[src/rtl/timer_core.sv]
// Programmable free-running cycle counter with a one-cycle terminal-count strobe.
// Define TIMER_ONESHOT_EN to stop the timer after its first terminal count until reset.
module timer_core #(
    parameter int WIDTH = 18
) (
    input  logic             clkSignal,
    input  logic             RST,
    input  logic             EN,
    input  logic [WIDTH-1:0] maxCount,
    output logic [WIDTH-1:0] clkCont,
    output logic             clkFinish
);

    logic [WIDTH-1:0] count_q, count_d;
    logic             finish_q, finish_d;
    logic [WIDTH-1:0] last_value;
    logic             at_terminal;

    // maxCount of 0 is treated as 1, so the terminal value never underflows.
    assign last_value  = (maxCount == '0) ? '0 : maxCount - WIDTH'(1);
    assign at_terminal = (count_q >= last_value);

`ifdef TIMER_ONESHOT_EN
    logic done_q, done_d;

    always_comb begin
        // NOTE: every signal assigned here gets a default first so no latch is inferred.
        count_d  = count_q;
        finish_d = 1'b0;
        done_d   = done_q;
        if (done_q) begin
            count_d = '0;
        end else if (EN) begin
            if (at_terminal) begin
                count_d  = '0;
                finish_d = 1'b1;
                done_d   = 1'b1;
            end else begin
                count_d = count_q + WIDTH'(1);
            end
        end
    end

    always_ff @(posedge clkSignal or negedge RST) begin
        if (!RST) begin
            done_q <= 1'b0;
        end else begin
            done_q <= done_d;
        end
    end
`else
    always_comb begin
        // NOTE: every signal assigned here gets a default first so no latch is inferred.
        count_d  = count_q;
        finish_d = 1'b0;
        if (EN) begin
            if (at_terminal) begin
                count_d  = '0;
                finish_d = 1'b1;
            end else begin
                count_d = count_q + WIDTH'(1);
            end
        end
    end
`endif

    always_ff @(posedge clkSignal or negedge RST) begin
        if (!RST) begin
            count_q  <= '0;
            finish_q <= 1'b0;
        end else begin
            // NOTE: non-blocking assignments keep every flop sampling pre-edge values.
            count_q  <= count_d;
            finish_q <= finish_d;
        end
    end

    assign clkCont   = count_q;
    assign clkFinish = finish_q;

endmodule

[config.mk]
export PLATFORM = sky130hd
export DESIGN_NAME = timer_core
export DESIGN_NICKNAME = d
export VERILOG_FILES = /design/src/rtl/timer_core.sv
export SDC_FILE = /design/constraint.sdc
export NUM_CORES = 1
export LEC_CHECK = 0
export CORE_UTILIZATION = 65
export CTS_BUF_LIST = sky130_fd_sc_hd__clkbuf_8
export CTS_CLUSTER_DIAMETER = 60
export DETAILED_ROUTE_END_ITERATION = 8
export DONT_BUFFER_PORTS = 1
export PLACE_DENSITY = 0.81
export SLEW_MARGIN = 20
export SYNTH_ARGS = -nofsm -noshare
export SYNTH_HDL_FRONTEND = slang
export SYNTH_SLANG_ARGS = --single-unit
[constraint.sdc]
create_clock -name clkSignal -period 2.75 [get_ports clkSignal]
set_input_delay 0.275 -clock clkSignal [delete_from_list [all_inputs] [get_ports clkSignal]]
set_output_delay 0.275 -clock clkSignal [all_outputs]
set_load 0.01 [all_outputs]
### Yosys cells after proc, flatten, opt, wreduce, memory -nomap -nowiden

Index checks and enable logic that the tools add are counted.

| word-level totals | value |
|---|---|
| bits in registers | 19 |
| bits of input ports | 21 |
| logic and storage cells | 10 |
| output and inout bits | 19 |

| cells by class | value |
|---|---|
| reduce and logical (&&, ||, !) cells | 1 |
| magnitude comparators | 1 |
| muxes and demuxes | 4 |
| add/subtract/negate cells | 2 |

Operator list:

| kind | count |
|---|---|
| $mux W18 | 2 |
| $add A18 B1 Y18 const B | 1 |
| $ge A18 B18 Y1 | 1 |
| $logic_not A18 Y1 | 1 |
| $sub A18 B1 Y18 const B | 1 |
| $mux W1 | 2 |

### Logic depth before layout (Yosys ltp)

Gate-level depths: netlist of the first run.

| logic depth | value |
|---|---|
| word-level depth | 5 |
| gate-level depth with buffers | 14 |
| gate-level depth less buffers | 12 |

### Worst setup path before layout of the first run

Ideal clock, no wire load.

| timing | value |
|---|---|
| path kind | input port to flip-flop |
| start | input maxCount[13] |
| end | register count_q[10] (netlist: clkCont[10]) |
| arrival time | 3,837 ps |
| cell stages on the path | 14 |
| required time | 2,678 ps |
| library setup time | 72 ps |
| buffers on the path | 3 |
| path slack | -1,160 ps |
| cells stage by stage | or4_4 > or3_1 > or3b_1 > or4b_4 > buf_6 > buf_8 > nand2_1 > ha_1 > a21oi_1 > o21ai_0 > a221oi_1 > a31oi_1 > clkbuf_1 > nor2_1 |

| between the ends | value |
|---|---|
| cells in the longest elaborated chain, start to end | 4 |
| elaborated cells on any way between the ends | 5 |
| classes of those cells | add/sub (1); order compare (1); mux (2); reduce/logical (1) |

Ends and longest elaborated chain:

| element | RTL line | text |
|---|---|---|
| from (decl) | 9 | `input logic [WIDTH-1:0] maxCount,` |
| $sub A18 B1 Y18 / $logic_not A18 Y1 (equally long branches) | 20 | `assign last_value = (maxCount == '0) ? '0 : maxCount - WIDTH'(1);` |
| $mux W18 (*) | 20 |  |
| $ge A18 B18 Y1 (*) | 21 | `assign at_terminal = (count_q >= last_value);` |
| $mux W18 (*) | 57 | `if (at_terminal) begin` |
| to (signal assigned) | 73 | `count_q <= count_d;` |
| to (decl) | 14 | `logic [WIDTH-1:0] count_q, count_d;` |

Mark *: on every way between the ends. The rest lies on a longest branch, timed or not.
A chain may end at the register's enable or synchronous reset.

### Final worst setup path of the first run

| timing | value |
|---|---|
| start | input maxCount[13] |
| end | register count_q[2] (netlist: clkCont[2]) |

The elaborated chain is that of the path after synthesis.

==> flow_summary.ini, run 1 <==
[final_layout]
area_delta_synth_final_pct = 21.1
regArea_sq_um = 475
nets = 270
drive_above_1_share = 0.189
nFillCells = 152
multiInputGateArea_sq_um = 1310
n_antenna_cell = 0

[worst_setup_path]
cp_max_fo = 11
reg2reg_to = clkCont[13]$_DFFE_PN0P_
critPathKind = in2reg
worstRegToRegCells = 8
worstPathRequired_ns = 2.93
timing.rr.start = clkCont[7]$_DFFE_PN0P_
r2r_setup_slack_ns = 0.64
crit_path_end_kind = flip-flop
start_kind = primary input
arrival_ns = 3.63

[sta]
final.min_clock_period_ns = 3.45
layout_setup_ws_ns = -0.700
setup_viol = 19
maxSlewViolCount = 0
rsz0062_at_grt = true
worst_pin_slew_ns = 0.876
fin_skew_ns = 0.00780
fin_crit_sh = 1.25
slew_headroom = 0.414
max_freq_mhz = 290
hold_violations = 0
timing.hold.ws_ns = 0.106

[logic_synthesis]
synth_top_family_by_area = simple AND/OR/NAND/NOR gates
ys.warnings.count = 0
synth_top_area_frac = 0.277
synthesis.instances = 206
async_flop_share = 1.00
netlist-cell-type-count = 38
ys_seq_area_frac = 0.277
synth_compound_gate_area_share = 0.0750
synth_flop_cell = dfrtp_1
synth_edf_count = 0
postSynthAreaPerCell_sq_um = 8.34
synth_adder_area_share = 0.153
yosysTopAreaCell = dfrtp_1
synth-xor-area-share = 0.143
synth-simple-area-share = 0.304
synth_seq_cells = 19
ys_top_cells_by_area = dfrtp_1 28%, ha_1 15%, xnor2_1 7.6%, xor2_1 6.6%, nand2_1 6.1%
synth_mux_area_frac = 0.0117
syn_nets = 248
synth_area_sq_um = 1720
synthTopCellsByCount = 28 x nand2_1, 28 x nor2_1, 21 x ha_1

[detailed_routing]
drt-pass1-iter-count = 4
wl_per_cell_um = 17.7
via_per_inst = 6.35
drcViolationCount = 0
wirelength_um = 4550
drtIter0Drc = 42
ant_nets = 0
via_count = 1633

[clock_network]
htreeDepth = 1
tritoncts.num_buffers = 3
clk_pin_slew_worst_paths_ns = 0.07
clock_path_buffers = 2
cts_root_buf = clkbuf_8
clock_sinks = 19
worstSkewPairLatency_ns = 0.26
tritoncts = built

[floorplanning]
die-area_sq_um = 2850
core_area_sq_um = 2480
die_y_um = 53.4
ios = 40
initial_utilization = 0.693
core.rowCount = 18
die_width_um = 53.4

[global_route]
track_usage = 0.322
grt_first_pass_wirelength_um = 6540
grt-ovfl-total = 0
antenna_found_initial = 0
grt_max_degree = 20
grt_pass1_vias = 1492

[pwr]
ir_worst_vdd_uv = 687
powerDensity_nw_per_um2 = 424
p_leak_nw = 0.965
p_total_mw = 0.883

[run]
cap_violations = 0

[worst_hold_path]
hp-class = in2reg
whs_path_depth = 1
worstHoldStart = EN
hold_path_end = clkCont[0]$_DFFE_PN0P_

[run_status]
status = complete, but fails checks
violations = setup timing

[place]
gp_congestion = 0.869
dp_hpwl_um = 3380
portBuffers = 0
per-layer routing:
metal / wire, um / track usage / vias to the layer above
li1: - / - / 765
met1: 1860 / 0.366 / 783
met2: 2330 / 0.573 / 69
met3: 235 / 0.0862 / 16
met4: 122 / 0.105 / 0
met5: 0 / 0 / -
placed cells by master (no fill, tap or decap), types with 3 or more instances in the layout:
| cell | n |
|---|---|
| nor2_1 | 26 |
| nand2_1 | 24 |
| dfrtp_1 | 19 |
| buf_4 | 18 |
| ha_1 | 17 |
| xnor2_1 | 15 |
| xor2_1 | 13 |
| nand3_1 | 11 |
| inv_1 | 8 |
| nor3_1 | 8 |
| a21oi_1 | 6 |
| nand4_1 | 5 |
| nand2b_1 | 4 |
| ha_4 | 4 |
| nor4_1 | 3 |
| and4_1 | 3 |
| clkbuf_8 | 3 |
critical path, stage by stage:
cell	delay, ns
or4_4	0.52
or3_4	0.34
or3b_4	0.38
or4b_4	0.56
buf_8	0.17
nand2_1	0.06
ha_1	0.25
a21oi_1	0.19
nand2_1	0.11
a221oi_4	0.33
buf_4	0.19
a41oi_1	0.11
o22ai_1	0.13
power by group:
part / internal [mW] / switching, mW
Clock: 0.101 / 0.0989
Combinational: 0.121 / 0.138
Sequential: 0.321 / 0.103
Total: 0.544 / 0.339
logic make-up (layout without fill, tap and decap cells):
logic type,count (synthesis),after routing
mux,2,2
fa+ha+maj,21,21
flops,19,19
compound gates,20,20
simple gates,104,104
buf+inv,12,33
xor+xnor,28,28
sequential cells by signal, indices dropped and copies added, names as in the netlist:
signal,cells
clkCont,18
clkFinish,1
metrics by stage:
step	worst slack, ns	util	area, sq um	cells	setup TNS [ns]
after detailed placement	-1.01	0.794	1970	251	-18.67
after CTS	-0.675	0.823	2040	257	-12.51
after global routing	-0.822	0.840	2080	257	-15.23
final	-0.700	0.840	2080	257	-12.92
after floorplan	-0.888	-	1820	206	-15.58
after global placement	-0.937	0.794	1970	251	-16.86
timing repair:
action                                  CTS  global route
hold buffers                              1             0
setup buffers                             1             0
pin swaps                                 5             3
endpoints found under the hold margin    19             0
gates resized for setup                   2             7
endpoints found under the setup margin   19            19
worst max-delay path by stage:
stage / start / end / slack, ns / depth (start not counted)
after floorplan: maxCount[13] / clkCont[13]$_DFFE_PN0P_ / -0.89 / 14
after global placement: maxCount[13] / clkCont[2]$_DFFE_PN0P_ / -0.94 / 13
after detailed placement: maxCount[13] / clkCont[4]$_DFFE_PN0P_ / -1.01 / 13
after CTS: maxCount[13] / clkCont[5]$_DFFE_PN0P_ / -0.68 / 14
after global routing: maxCount[13] / clkCont[5]$_DFFE_PN0P_ / -0.82 / 14
final: maxCount[13] / clkCont[2]$_DFFE_PN0P_ / -0.70 / 13
area by class of cell:
type,count,area share
multi-input cells,175,0.630
flip-flops and latches,19,0.229
repair buffers,21,0.0866
clock buffers,3,0.0198
well taps,30,0.0180
inverters,8,0.0144
clock inverters,1,0.00241
(Power assumes the default switching activity.)
==> inputs of run 2 (changes only) <==
--- a/config.mk
+++ b/config.mk
@@ -5,11 +5,13 @@
 export SDC_FILE = /design/constraint.sdc
 export NUM_CORES = 1
 export LEC_CHECK = 0
+export CORE_MARGIN = 3
 export CORE_UTILIZATION = 65
 export CTS_BUF_LIST = sky130_fd_sc_hd__clkbuf_8
 export CTS_CLUSTER_DIAMETER = 60
 export DETAILED_ROUTE_END_ITERATION = 8
 export DONT_BUFFER_PORTS = 1
+export GPL_ROUTABILITY_DRIVEN = 1
 export PLACE_DENSITY = 0.81
 export SLEW_MARGIN = 20
 export SYNTH_ARGS = -nofsm -noshare
==> run 2 against run 1 <==
Net effect: the run still ends with setup timing left; setup slack lost 0.012 ns; clock power shrank 4%; combinational power shrank 2%; clock skew shrank 0.0049 ns; sequential power grew 1%; wire length shrank 4.0%; critical endpoint is now clkCont[8]$_DFFE_PN0P_; largest cell class unchanged; largest power group unchanged.
==> flow_summary.ini, run 2 (synthesized netlist as in run 1, its figures left out) <==
[worst_setup_path]
crit_path_end_kind = flip-flop
worstPathRequired_ns = 2.89
arrival_ns = 3.61
reg2reg_to = clkCont[8]$_DFFE_PN0P_
start_kind = primary input
timing.rr.start = clkCont[11]$_DFFE_PN0P_
critPathKind = in2reg
r2r_setup_slack_ns = 0.61
cp_max_fo = 15
worstRegToRegCells = 8

[sta]
layout_setup_ws_ns = -0.712
maxSlewViolCount = 0
rsz0062_at_grt = true
slew_headroom = 0.450
fin_skew_ns = 0.00295
worst_pin_slew_ns = 0.822
max_freq_mhz = 289
setup_viol = 19
final.min_clock_period_ns = 3.46
hold_violations = 0
fin_crit_sh = 1.26
timing.hold.ws_ns = 0.110

[run_status]
status = complete, but fails checks
violations = setup timing

[clock_network]
htreeDepth = 1
clk_pin_slew_worst_paths_ns = 0.07
clock_path_buffers = 2
worstSkewPairLatency_ns = 0.25
cts_root_buf = clkbuf_8
tritoncts.num_buffers = 3
clock_sinks = 19
tritoncts = built

[detailed_routing]
via_count = 1565
ant_nets = 0
wl_per_cell_um = 17.4
wirelength_um = 4370
drt-pass1-iter-count = 4
drcViolationCount = 0
via_per_inst = 6.24
drtIter0Drc = 60

[pwr]
internal-power_mw = 0.538
p_leak_nw = 0.924
p_clk_frac = 0.220
seq_power_share = 0.490
swShare = 0.387
power.switching_mw = 0.340
ir_worst_vdd_uv = 523
p_total_mw = 0.877
powerDensity_nw_per_um2 = 427
combPwrFrac = 0.289

[global_route]
grt_first_pass_wirelength_um = 7180
grt-ovfl-total = 0
grt_pass1_vias = 1616
antenna_found_initial = 0
grt_max_degree = 20
track_usage = 0.272

[place]
portBuffers = 0
dp_hpwl_um = 3120
gp_congestion = 0.823
post_dp_cell_area_sq_um = 1910
place_ws_ns = -1.04

[worst_hold_path]
hp-class = in2reg
worstHoldStart = EN
hold_path_end = clkCont[0]$_DFFE_PN0P_
whs_path_depth = 1

[floorplanning]
die_y_um = 57.4
die-area_sq_um = 3300
core.rowCount = 18
initial_utilization = 0.687
core_area_sq_um = 2500
die_width_um = 57.4
ios = 40

[final_layout]
final_util = 0.821
finalInstanceArea_sq_um = 2050
layout_commonest_cell = nor2_1
largest_reg_flops = 18
most-common-layout-cells = 27 x nor2_1, 22 x nand2_1, 19 x dfrtp_1, 18 x ha_1, 15 x xnor2_1
n_antenna_cell = 0
drive_above_1_share = 0.190
nets = 264
area_delta_synth_final_pct = 19.5

[run]
cap_violations = 0
==> run 2: changes by cell type in the layout (fill, tap and decap cells not counted), moves of 2 or more <==
cell	change
nand2_1	-2
buf_4	-7
nand2_2	+2
or4b_4	+2
==> run 2: through the flow <==
stage | cells | setup TNS (ns)
2_1_floorplan | 206 | -15.58
3_3_place_gp | 243 | -16.59
3_5_place_dp | 243 | -19.35
4_1_cts | 250 | -11.47
5_1_grt | 251 | -15.32
6_report | 251 | -12.94
==> run 2: layer usage <==
| layer | GRT usage | part of all wire | vias up |
|---|---|---|---|
| met5 | 0 | 0 | - |
| met4 | 0.0397 | 0.0073 | 0 |
| met3 | 0.0679 | 0.050 | 2 |
| met2 | 0.473 | 0.51 | 36 |
| met1 | 0.348 | 0.43 | 765 |
| li1 | - | - | 762 |
==> run 2: worst max-delay path by stage <==
stage            startpoint                 endpoint  slack, ns  cells after the start
2_1_floorplan  maxCount[13]  clkCont[13]$_DFFE_PN0P_      -0.89                     14
3_3_place_gp   maxCount[13]   clkCont[2]$_DFFE_PN0P_      -0.90                     12
3_5_place_dp   maxCount[13]   clkCont[4]$_DFFE_PN0P_      -1.04                     11
4_1_cts        maxCount[13]   clkCont[4]$_DFFE_PN0P_      -0.63                     12
5_1_grt        maxCount[13]   clkCont[8]$_DFFE_PN0P_      -0.84                     13
6_report       maxCount[13]   clkCont[8]$_DFFE_PN0P_      -0.71                     13
==> run 2: cell type report <==
class	count	area (sq um)
timing repair buffer	13	113
clock inverter	1	5.00
inverter	8	30.0
multi-input combinational	177	1350
clock buffer	3	41.3
sequential	19	475
tap	30	37.5
fill	165	447
==> run 2: power by group through the flow <==
stage               logic [mW]  clock network [mW]  registers, mW
floorplan                0.185                   0          0.400
detailed placement       0.227                   0          0.429
global placement         0.208                   0          0.427
CTS                      0.244               0.191          0.425
global route             0.290               0.204          0.438
finish                   0.254               0.193          0.430
==> run 2: timing repair <==
| action | in CTS | in global routing |
|---|---|---|
| endpoints found under the setup margin | 19 | 19 |
| gates resized for setup | 9 | 5 |
| gates cloned | 2 | 0 |
| pin swaps | 5 | 7 |
| hold buffers | 1 | 0 |
| hold endpoints to repair | 19 | 0 |
| setup buffers | 0 | 1 |
==> run 2: critical path: stages <==
cell,delay (ns)
or4_4,0.52
or3_4,0.34
or3b_4,0.40
or4b_4,0.62
nand2_4,0.10
ha_4,0.13
nand4_1,0.21
buf_4,0.21
nor3_2,0.19
o31ai_4,0.16
a31oi_4,0.22
buf_12,0.16
nor2_1,0.06
